$ cat config.mk
export PLATFORM = sky130hd
export DESIGN_NAME = data_mem_dumper
export DESIGN_NICKNAME = d
export VERILOG_FILES = /design/src/rtl/mips_pkg.sv /design/src/rtl/dump_fifo.sv /design/src/rtl/data_mem_dumper.sv
export SDC_FILE = /design/constraint.sdc
export NUM_CORES = 1
export LEC_CHECK = 0
export ABC_CLOCK_PERIOD_IN_PS = 9010
export CAP_MARGIN = 15
export CORE_UTILIZATION = 50
export CTS_BUF_LIST = sky130_fd_sc_hd__clkbuf_8
export DETAILED_ROUTE_END_ITERATION = 8
export PLACE_DENSITY_LB_ADDON = 0.05
export SETUP_SLACK_MARGIN = 0.4
export SLEW_MARGIN = 15
export SYNTH_ARGS = -nofsm -noshare
export SYNTH_HDL_FRONTEND = slang
export SYNTH_SLANG_ARGS = --single-unit
$ cat constraint.sdc
create_clock -name clk -period 9.01 [get_ports clk]
set_input_delay 1.802 -clock clk [delete_from_list [all_inputs] [get_ports clk]]
set_output_delay 1.802 -clock clk [all_outputs]
set_load 0.03 [all_outputs]
$ cat src/rtl/mips_pkg.sv
`default_nettype none
// ============================================================================
// Module   : mips_pkg
// Purpose  : Shared types and constants for the data-memory dump engine.
// Revision : 1.0
// ============================================================================
package mips_pkg;

  typedef enum logic [1:0] {
    IDLE  = 2'd0,
    READ  = 2'd1,
    DRAIN = 2'd2,
    DONE  = 2'd3
  } dump_state_t;

  localparam int DUMP_FIFO_DEPTH = 2;
  localparam int DUMP_CNT_W      = $clog2(DUMP_FIFO_DEPTH + 1);

endpackage
`default_nettype wire

$ cat src/rtl/dump_fifo.sv
`default_nettype none
// ============================================================================
// Module   : dump_fifo
// Purpose  : Small synchronous FIFO of {addr, data} words; head is always visible.
// Revision : 1.0
// ============================================================================
module dump_fifo
  import mips_pkg::*;
#(
  parameter int ADDR_W = 10,
  parameter int DATA_W = 32
) (
  input  logic                  clk,
  input  logic                  rst,
  input  logic                  push,
  input  logic [ADDR_W-1:0]     push_addr,
  input  logic [DATA_W-1:0]     push_data,
  input  logic                  pop,
  output logic                  full,
  output logic                  empty,
  output logic [DUMP_CNT_W-1:0] count,
  output logic [ADDR_W-1:0]     head_addr,
  output logic [DATA_W-1:0]     head_data
);

  localparam int PTR_W = $clog2(DUMP_FIFO_DEPTH);

  logic [ADDR_W+DATA_W-1:0] r_mem [DUMP_FIFO_DEPTH];
  logic [PTR_W-1:0]         r_wr_ptr;
  logic [PTR_W-1:0]         r_rd_ptr;
  logic [DUMP_CNT_W-1:0]    r_count;
  logic                     w_do_push;
  logic                     w_do_pop;

  assign full      = (r_count == DUMP_CNT_W'(DUMP_FIFO_DEPTH));
  assign empty     = (r_count == '0);
  assign count     = r_count;
  // A pop frees the slot in the same cycle, so push while full is accepted then.
  assign w_do_pop  = pop && !empty;
  assign w_do_push = push && (!full || w_do_pop);
  assign {head_addr, head_data} = r_mem[r_rd_ptr];

  always_ff @(posedge clk) begin
    if (rst) begin
      r_wr_ptr <= '0;
      r_rd_ptr <= '0;
      r_count  <= '0;
      for (int i = 0; i < DUMP_FIFO_DEPTH; i++) begin
        r_mem[i] <= '0;
      end
    end else begin
      if (w_do_push) begin
        r_mem[r_wr_ptr] <= {push_addr, push_data};
        r_wr_ptr        <= r_wr_ptr + PTR_W'(1);
      end
      if (w_do_pop) begin
        r_rd_ptr <= r_rd_ptr + PTR_W'(1);
      end
      case ({w_do_push, w_do_pop})
        2'b10:   r_count <= r_count + DUMP_CNT_W'(1);
        2'b01:   r_count <= r_count - DUMP_CNT_W'(1);
        default: r_count <= r_count;
      endcase
    end
  end

endmodule
`default_nettype wire

$ cat src/rtl/data_mem_dumper.sv
`default_nettype none
// ============================================================================
// Module   : data_mem_dumper
// Purpose  : Halts the core, reads a word range of data memory, streams it out.
// Revision : 1.0
// ============================================================================
module data_mem_dumper
  import mips_pkg::*;
#(
  parameter int ADDR_W = 10,
  parameter int DATA_W = 32
) (
  input  logic              clk,
  input  logic              rst,
  input  logic              start_i,
  input  logic [ADDR_W-1:0] base_i,
  input  logic [ADDR_W:0]   count_i,
  output logic              busy_o,
  output logic              done_o,
  output logic              core_halt_o,
  output logic              mem_rd_en_o,
  output logic [ADDR_W-1:0] mem_addr_o,
  input  logic [DATA_W-1:0] mem_rd_data_i,
  output logic              dout_valid_o,
  output logic [DATA_W-1:0] dout_data_o,
  output logic [ADDR_W-1:0] dout_addr_o,
  input  logic              dout_ready_i
);

  localparam int FREE_W = DUMP_CNT_W + 1;

  dump_state_t           r_state;
  dump_state_t           w_next_state;
  logic [ADDR_W-1:0]     r_rd_addr;
  logic [ADDR_W:0]       r_rd_left;
  logic [ADDR_W:0]       r_out_left;
  logic                  r_inflight;
  logic [ADDR_W-1:0]     r_inflight_addr;
  logic                  w_full;
  logic                  w_empty;
  logic [DUMP_CNT_W-1:0] w_count;
  logic [FREE_W-1:0]     w_room;
  logic [FREE_W-1:0]     w_free;
  logic                  w_xfer;
  logic                  w_issue;

  assign dout_valid_o = !w_empty;
  assign w_xfer       = dout_valid_o && dout_ready_i;
  // Count a same-cycle pop as free space so a steady stream runs at one word/cycle.
  assign w_room  = w_full ? '0 : (FREE_W'(DUMP_FIFO_DEPTH) - {1'b0, w_count});
  assign w_free  = w_room + FREE_W'(w_xfer);
  assign w_issue = (r_state == READ) && (r_rd_left != '0) && (w_free > FREE_W'(r_inflight));

  assign mem_rd_en_o = w_issue;
  assign mem_addr_o  = r_rd_addr;
  assign core_halt_o = busy_o;

  always_ff @(posedge clk) begin
    if (rst) begin
      r_state <= IDLE;
    end else begin
      r_state <= w_next_state;
    end
  end

  always_comb begin
    w_next_state = r_state;
    busy_o       = 1'b1;
    done_o       = 1'b0;
    case (r_state)
      IDLE: begin
        busy_o = 1'b0;
        if (start_i) begin
          w_next_state = (count_i == '0) ? DONE : READ;
        end
      end
      READ: begin
        if (w_issue && (r_rd_left == (ADDR_W+1)'(1))) begin
          w_next_state = DRAIN;
        end
      end
      DRAIN: begin
        if ((r_out_left == '0) || (w_xfer && (r_out_left == (ADDR_W+1)'(1)))) begin
          w_next_state = DONE;
        end
      end
      DONE: begin
        done_o       = 1'b1;
        w_next_state = IDLE;
      end
      default: w_next_state = IDLE;
    endcase
  end

  always_ff @(posedge clk) begin
    if (rst) begin
      r_rd_addr       <= '0;
      r_rd_left       <= '0;
      r_out_left      <= '0;
      r_inflight      <= 1'b0;
      r_inflight_addr <= '0;
    end else begin
      r_inflight <= w_issue;
      if (w_issue) begin
        r_inflight_addr <= r_rd_addr;
      end
      if ((r_state == IDLE) && start_i) begin
        r_rd_addr  <= base_i;
        r_rd_left  <= count_i;
        r_out_left <= count_i;
      end else begin
        if (w_issue) begin
          r_rd_addr <= r_rd_addr + ADDR_W'(1);
          r_rd_left <= r_rd_left - (ADDR_W+1)'(1);
        end
        if (w_xfer && (r_out_left != '0)) begin
          r_out_left <= r_out_left - (ADDR_W+1)'(1);
        end
      end
    end
  end

  dump_fifo #(
    .ADDR_W (ADDR_W),
    .DATA_W (DATA_W)
  ) u_fifo (
    .clk       (clk),
    .rst       (rst),
    .push      (r_inflight),
    .push_addr (r_inflight_addr),
    .push_data (mem_rd_data_i),
    .pop       (w_xfer),
    .full      (w_full),
    .empty     (w_empty),
    .count     (w_count),
    .head_addr (dout_addr_o),
    .head_data (dout_data_o)
  );

endmodule
`default_nettype wire

==> impl_metrics.yaml, run 1 <==
run_status:
  status: "finished clean"
worst_hold_path:
  worstHoldPathCells: 2
  min_from: "r_inflight_addr[3]"
  min-delay-path-class: "reg2reg"
  holdPathEnd: "r_inflight_addr[3]"
global_route:
  grt-ovfl-total: 0
  grt_pass1_wl_um: 20600
  grt_pass1_vias: 4322
  grt_use_total: 0.206
  antenna_found_initial: 0
  grt_max_degree: 48
synthesis:
  async_flop_share: 0
  synthCells: 540
  syn_avg_cell_area_um2: 11.7
  synth.distinct_cells: 53
  synth_fp_nets: 615
  syn_area_um2: 6300
  ys_warn_count: 0
  seq_area_frac_synth: 0.559
  ys.flop_type: "edfxtp_1"
  synth_edf_count: 84
  ys_seq_elements: 134
timing:
  setup_viol: 0
  clock-skew-final_ps: 8.51
  rsz0062_at_grt: "false"
  worst_slew_pin_slew_ps: 1090
  fin_tns_setup_ps: 0
  drv_slew: 0
  finalCritPeriodShare: 0.767
  hold_violations: 0
  fmax_ghz: 0.145
  setup_ws_ps: 2100
  slew_headroom: 0.271
  period_needed_ps: 6910
route:
  drt_iter0_drc: 257
  vias: 4376
  first_pass_iters: 4
  routed_wl_um: 12600
  detail_route.vias_per_cell: 5.28
  wl_per_cell_um: 15.2
  ant_nets: 0
  route.detailed.drc: 0
worst_setup_path:
  r2r-end: "mem_addr_o[0]"
  end_kind: "primary output"
  start_kind: "input port"
  path_class: "in2out"
  cp_top_family: "buffers and inverters"
  worstPathCellList: "clkdlybuf4s50_1 -> nand2b_1 -> inv_2 -> ha_1 -> inv_1 -> ha_1 -> o21bai_1 -> o21a_1 -> nand2_1 -> inv_2 -> clkdlybuf4s50_1"
  cp.arrival_ps: 5110
  cp_slowest_cell: "clkdlybuf4s50_1"
  critPathBufInv: 5
  cp_max_fo: 19
  reg2reg_depth: 12
  reg2reg_setup_slack_ps: 5540
  worstPathRequired_ps: 7210
  r2r-start: "u_fifo.count[0]"
  max_stage_delay_ps: 670
pwr:
  p_leak_uw: 0.00295
  power_density_nw_per_um2: 274
  vdd_ir_drop_max_mv: 0.155
  power_uw: 2180
final_layout:
  fin_util: 0.653
  fill_cells: 978
  final_cell_mix: "113 x clkdlybuf4s50_1, 84 x and2_1, 84 x edfxtp_1, 49 x dfxtp_1, 40 x mux2_1"
  layout_commonest_cell: "clkdlybuf4s50_1"
  antenna_cells: 0
  syn_to_final_growth_pct: 26.2
  nets: 723
  drive_gt1_frac: 0.0681
clocking:
  cts.repair.resized: 0
  clock_latency_ps: 440
  postCtsSetupBuffers: 0
  cts_tree: "built"
  cts_sinks: 134
  clk_pin_slew_worst_paths_ps: 70
  cts_hold_buf: 0
  clock_path_buffers: 2
  h-tree-depth: 4
  root_buffer: "clkbuf_8"
  cts_buffers: 17
placed_design:
  portBuffers: 113
  gp_congestion: 0.790
  hpwl_um: 8290
  pre_cts_slack_ps: 2090
floorplan:
  die_x_um: 114
  rows: 40
  boundaryPins: 114
  core_area_um2: 12200
  die_h_um: 114
  die_area_um2: 13000
  initial_core_util: 0.518
job:
  drv_cap: 0
## area by class of cell
class | instances | area (um^2) | share of cell area
inverter | 15 | 56.3 | 0.00709
clock buffer | 19 | 262 | 0.0329
sequential | 134 | 3520 | 0.444
clock inverter | 13 | 104 | 0.0131
tap | 168 | 210 | 0.0265
multi-input combinational | 362 | 2620 | 0.330
timing repair buffer | 118 | 1170 | 0.147
## where the power goes
part	internal (uW)	switching, uW	total (uW)
sequential	769	105	875
clock	250	213	463
combinational	354	488	842
total	1370	806	2180
## per-stage QoR
step	hold slack [ps]	std cells	area (um^2)
6_report	463	829	7950
3_5_place_dp	456	797	7580
3_3_place_gp	449	797	7580
4_1_cts	465	829	7950
5_1_grt	476	829	7950
2_1_floorplan	440	540	6300
## layer usage
layer,global-route usage,vias up,wire length (um)
met5,0,-,0
met3,0.0524,23,572
li1,-,2149,-
met1,0.251,2094,5790
met2,0.345,110,6020
met4,0.0935,0,242
## worst max path at each step
stage	start	end	slack (ps)	cells past startpoint
global route	dout_ready_i	mem_rd_en_o	1720	11
global placement	dout_ready_i	mem_rd_en_o	2130	11
detailed placement	dout_ready_i	mem_rd_en_o	2090	11
finish	dout_ready_i	mem_rd_en_o	2100	11
floorplan	dout_ready_i	mem_rd_en_o	3710	11
CTS	dout_ready_i	mem_rd_en_o	2080	11
## flip-flops by register name (all words and copies together), names as in the netlist, named ones only
register,count
mem_addr_o,10
r_rd_left,11
u_fifo.r_rd_ptr,1
r_out_left,11
r_inflight_addr,10
u_fifo.r_mem,84
u_fifo.r_wr_ptr,1
r_inflight,1
u_fifo.count,2
r_state,2
## cells in the mapped netlist, types with 2 or more instances
cell | n | area share
edfxtp_1 | 84 | 0.40
ha_1 | 18 | 0.036
or4b_1 | 2 | 0.0032
dfxtp_1 | 50 | 0.16
inv_1 | 13 | 0.0077
nand3_1 | 20 | 0.016
a211oi_1 | 10 | 0.012
o21bai_1 | 11 | 0.013
and2_1 | 84 | 0.083
nand2_1 | 21 | 0.013
o21ai_1 | 2 | 0.0016
o211ai_1 | 2 | 0.0024
nor4_1 | 6 | 0.0060
nand4_1 | 8 | 0.0079
buf_2 | 2 | 0.0016
xor2_1 | 14 | 0.019
buf_4 | 2 | 0.0024
nor3_1 | 10 | 0.0079
a221oi_1 | 3 | 0.0042
and3_1 | 2 | 0.0020
buf_1 | 5 | 0.0030
nor2_1 | 27 | 0.016
a21oi_1 | 32 | 0.025
nand3b_1 | 2 | 0.0024
inv_2 | 2 | 0.0012
o22ai_1 | 2 | 0.0020
xnor2_1 | 17 | 0.024
clkbuf_1 | 20 | 0.012
mux2_1 | 40 | 0.072
o21ai_0 | 2 | 0.0016
nor4_4 | 2 | 0.0068
nand2b_1 | 3 | 0.0030
mux2_2 | 2 | 0.0036
## logic make-up after synthesis
kind of cell	synth area share
and+or+nand+nor	0.186
DFF	0.559
buffers and inverters	0.0278
xor gates and xnor gates	0.0431
adders and majority gates	0.0358
muxes	0.0751
AOI/OAI and AO/OA	0.0727
## worst register-to-register path: cells and delay by family, from the launching register on
family,cells,cell delay (ps)
AO/OA/AOI/OAI,3,990
AND/OR/NAND/NOR,2,730
buffers and inverters,3,280
XOR/XNOR,1,280
flip-flops,1,410
adder cells (fa/ha/maj),3,680
(Power assumes the default switching activity.)
==> run 2: changes to the inputs <==
- ABC_CLOCK_PERIOD_IN_PS: 9010 -> 6900
- clock period: 9.01 -> 6.9 ns (I/O delays scaled with it)
==> run 2 against run 1 <==
Cell area increased by 1.7%. First-iteration DRC count grew 18%. Via count down 0.18%. Cell count grew 0.12%. Die area did not move. Count of clock-buffer cells in the layout increased by 1. Largest cell class unchanged. Sequential share of layout area down 0.76 points. Highest routed layer unchanged.
==> impl_metrics.yaml, run 2 (synthesis results as in run 1) <==
global_route:
  grt_pass1_vias: 4282
  grt.met1_usage: 0.256
  busiest_layer: "met2"
  grt_pass1_wl_um: 20500
  grt-ovfl-total: 0
  grt_max_degree: 52
  antenna_found_initial: 0
  grt_use_total: 0.204
  grtUsageMet3: 0.0445
  grt_util_met2: 0.344
worst_setup_path:
  cp_top_family: "buffers and inverters"
  cp_slowest_cell: "clkdlybuf4s50_1"
  cp_max_fo: 19
  path_class: "in2out"
  worstPathRequired_ps: 5520
  start_kind: "input port"
  cp.arrival_ps: 4330
  end_kind: "primary output"
  critPathBufInv: 6
  max_stage_delay_ps: 670
  worstPathCellList: "clkdlybuf4s50_1 -> nand2b_1 -> inv_2 -> ha_1 -> inv_1 -> ha_1 -> o21bai_1 -> o21a_1 -> buf_4 -> nand2_1 -> inv_2 -> clkdlybuf4s50_1"
clocking:
  cts_tree: "built"
  clock_path_buffers: 2
  cts_buffers: 17
  cts.repair.resized: 0
  root_buffer: "clkbuf_8"
  clock_latency_ps: 440
  h-tree-depth: 4
  cts_sinks: 134
  postCtsSetupBuffers: 0
  clk_pin_slew_worst_paths_ps: 70
  cts_hold_buf: 0
timing:
  drv_slew: 0
  period_needed_ps: 5710
  fin_tns_setup_ps: 0
  worst_slew_pin_slew_ps: 1070
  rsz0062_at_grt: "false"
  hold_violations: 0
  setup_viol: 0
  fmax_ghz: 0.175
  clock-skew-final_ps: 7.71
  finalCritPeriodShare: 0.828
  slew_headroom: 0.286
final_layout:
  antenna_cells: 0
  largest_register_ffs: 84
  syn_to_final_growth_pct: 28.3
  largestRegisters: "u_fifo.r_mem: 84 flops, r_out_left: 11 flops, r_rd_left: 11 flops"
  largest_register: "u_fifo.r_mem"
  multiInputGateArea_um2: 2620
  fill_cells: 960
  final_cell_mix: "113 x clkdlybuf4s50_1, 84 x and2_1, 84 x edfxtp_1, 49 x dfxtp_1, 40 x mux2_1"
  seqCellArea_um2: 3520
  nets: 724
  drive_gt1_frac: 0.0831
  layout_commonest_cell: "clkdlybuf4s50_1"
placed_design:
  hpwl_um: 8400
  portBuffers: 113
  gp_congestion: 0.790
floorplan:
  die_h_um: 114
  rows: 40
  initial_core_util: 0.518
  boundaryPins: 114
  die_area_um2: 13000
  core_area_um2: 12200
  die_x_um: 114
pwr:
  power_uw: 3040
  p_leak_uw: 0.00299
  vdd_ir_drop_max_mv: 0.221
  power_density_nw_per_um2: 376
route:
  vias: 4368
  drt_iter0_drc: 302
  ant_nets: 0
  route.detailed.drc: 0
  first_pass_iters: 4
  wl_per_cell_um: 15.4
  routed_wl_um: 12800
  detail_route.vias_per_cell: 5.26
worst_hold_path:
  min-delay-path-class: "reg2reg"
run_status:
  status: "finished clean"
job:
  drv_cap: 0
[run 2: path summary, 6_finish.rpt]
path	slack [ps]	depth (start not counted)	endpoint	startpoint
worst max-delay path	1190	12	mem_rd_en_o	dout_ready_i
worst max register to register	3770	13	mem_addr_o[0]	u_fifo.count[0]
worst min register to register	470	2	r_inflight_addr[3]	r_inflight_addr[3]
worst min-delay path	470	2	r_inflight_addr[3]	r_inflight_addr[3]
[run 2: power breakdown]
group	switching, uW	total, uW	internal, uW	leakage (uW)
registers	138	1140	1000	0.00128
clock network	297	793	496	0.000249
logic	638	1100	466	0.00145
total	1070	3040	1970	0.00299
[run 2: worst min-delay path, delay by kind of cell, from the launching register on]
| family | cells | cell delay [ps] |
|---|---|---|
| AND/OR/NAND/NOR | 1 | 50 |
| flip-flops | 1 | 320 |
| AO/OA/AOI/OAI | 1 | 50 |
[run 2: layer usage]
| metal | vias up | routed length, um |
|---|---|---|
| met1 | 2086 | 5820 |
| met2 | 127 | 6140 |
| met3 | 14 | 642 |
| met4 | 0 | 189 |
| li1 | 2141 | - |
| met5 | - | 0 |
[run 2: area by class of cell]
class | count | area share
sequential | 134 | 0.436
multi-input combinational | 362 | 0.324
timing repair buffer | 119 | 0.145
clock buffer | 20 | 0.0341
clock inverter | 12 | 0.0272
tap | 168 | 0.0260
inverter | 15 | 0.00696
[run 2: stage by stage]
stage               setup WS [ps]  hold slack [ps]  area (um^2)   util  std cells
floorplan                    2440              440         6300      -        540
global placement             1220              450         7590  0.624        798
detailed placement           1160              463         7590  0.624        798
CTS                          1170              473         8080  0.665        830
global route                  965              496         8080  0.665        830
finish                       1190              471         8080  0.665        830
==> run 3: changes to the inputs <==
- ABC_CLOCK_PERIOD_IN_PS: 6900 -> 4700
- CORE_UTILIZATION: 50 -> 49
- clock period: 6.9 -> 4.7 ns (I/O delays scaled with it)
==> run 3 against run 2 <==
Clock skew up 1.7 ps. Non-clock buffer count up 3. Sequential share of layout area up 0.29 points. Setup slack worse by 300 ps. Critical endpoint unchanged. Largest cell class unchanged. Largest power group unchanged. Highest routed layer unchanged.
==> impl_metrics.yaml, run 3 (synthesis results as in run 1) <==
run_status:
  status: "finished clean"
global_route:
  grt_pass1_vias: 4355
  antenna_found_initial: 0
  grt_pass1_wl_um: 20800
  grt-ovfl-total: 0
  grt_max_degree: 43
  grt_use_total: 0.207
pwr:
  p_leak_uw: 0.00298
  vdd_ir_drop_max_mv: 0.346
  power_density_nw_per_um2: 539
  power_uw: 4330
final_layout:
  syn_to_final_growth_pct: 27.5
  largest_register_ffs: 84
  final_cell_mix: "112 x clkdlybuf4s50_1, 84 x and2_1, 84 x edfxtp_1, 49 x dfxtp_1, 40 x mux2_1"
  fin_area_um2: 8030
  antenna_cells: 0
  layout_commonest_cell: "clkdlybuf4s50_1"
  largest_register: "u_fifo.r_mem"
  largestRegisters: "u_fifo.r_mem: 84 flops, r_out_left: 11 flops, r_rd_left: 11 flops"
  final-instance-count-excl-fill: 837
  nets: 727
  drive_gt1_frac: 0.0827
timing:
  period_needed_ps: 3810
  worst_slew_pin_slew_ps: 1090
  fin_tns_setup_ps: 0
  clock-skew-final_ps: 9.39
  fmax_ghz: 0.262
  slew_headroom: 0.275
  setup_viol: 0
  rsz0062_at_grt: "false"
  finalCritPeriodShare: 0.811
  setup_ws_ps: 889
  hold_violations: 0
  drv_slew: 0
clocking:
  postCtsSetupBuffers: 0
  cts_sinks: 134
  cts_buffers: 17
  h-tree-depth: 4
  root_buffer: "clkbuf_8"
  clk_pin_slew_worst_paths_ps: 70
  clock_path_buffers: 2
  cts_tree: "built"
  clock_latency_ps: 430
  cts_hold_buf: 0
  cts.repair.resized: 0
placed_design:
  pre_cts_slack_ps: 867
  place_area_um2: 7610
  hpwl_um: 8580
  placed_cells: 805
  gp_congestion: 0.807
  portBuffers: 113
route:
  ant_nets: 0
  vias: 4417
  route.detailed.drc: 0
  drt_iter0_drc: 196
  routed_wl_um: 13100
  first_pass_iters: 4
  wl_per_cell_um: 15.7
  detail_route.vias_per_cell: 5.28
worst_setup_path:
  worstPathRequired_ps: 3760
  end_kind: "primary output"
  path_class: "in2out"
  start_kind: "input port"
  cp.arrival_ps: 2870
  reg2reg_setup_slack_ps: 1620
  cp_max_fo: 6
floorplan:
  die_h_um: 115
  die_x_um: 115
  rows: 41
  die_area_um2: 13300
  initial_core_util: 0.501
  boundaryPins: 114
  core_area_um2: 12600
job:
  drv_cap: 0
worst_hold_path:
  min-delay-path-class: "reg2reg"
[run 3: path summary, 6_finish.rpt]
kind / startpoint / endpoint / depth (start not counted)
setup / recovery: dout_ready_i / mem_rd_en_o / 11
hold / removal: r_inflight_addr[2] / r_inflight_addr[2] / 2
hold reg to reg: r_inflight_addr[2] / r_inflight_addr[2] / 2
setup reg to reg: u_fifo.count[0] / r_state[1] / 12
[run 3: layout make-up]
class                           count  area [um^2]
Clock buffer                       18          248
Inverter                           15         56.3
Fill cell                        1032         4540
Timing Repair Buffer              122         1200
Clock inverter                     14          169
Tap cell                          172          215
Multi-Input combinational cell    362         2620
Sequential cell                   134         3520
[run 3: power breakdown]
group          internal, uW  switching, uW  total [uW]
combinational           694            951        1640
clock                   580            426        1010
sequential             1470            205        1680
total                  2750           1580        4330
[run 3: critical path, cell delays in order]
cell             delay (ps)
clkdlybuf4s50_1         410
nand2b_1                130
inv_2                   100
ha_1                    290
inv_1                    40
ha_1                    260
o21bai_1                220
o21a_1                  170
nand2_1                 100
inv_2                    70
buf_4                   150
[run 3: per-stage QoR]
stage                     hold WS, ps  utilization
after floorplan                   440            -
after global placement            450        0.606
after detailed placement          457        0.606
after CTS                         466        0.639
after global routing              491        0.639
final                             465        0.639
[run 3: per-layer routing]
metal / global-route usage / share of wire / vias up
met3: 0.0501 / 0.049 / 22
met1: 0.249 / 0.44 / 2128
met2: 0.349 / 0.49 / 113
met5: 0 / 0 / -
li1: - / - / 2154
met4: 0.101 / 0.020 / 0
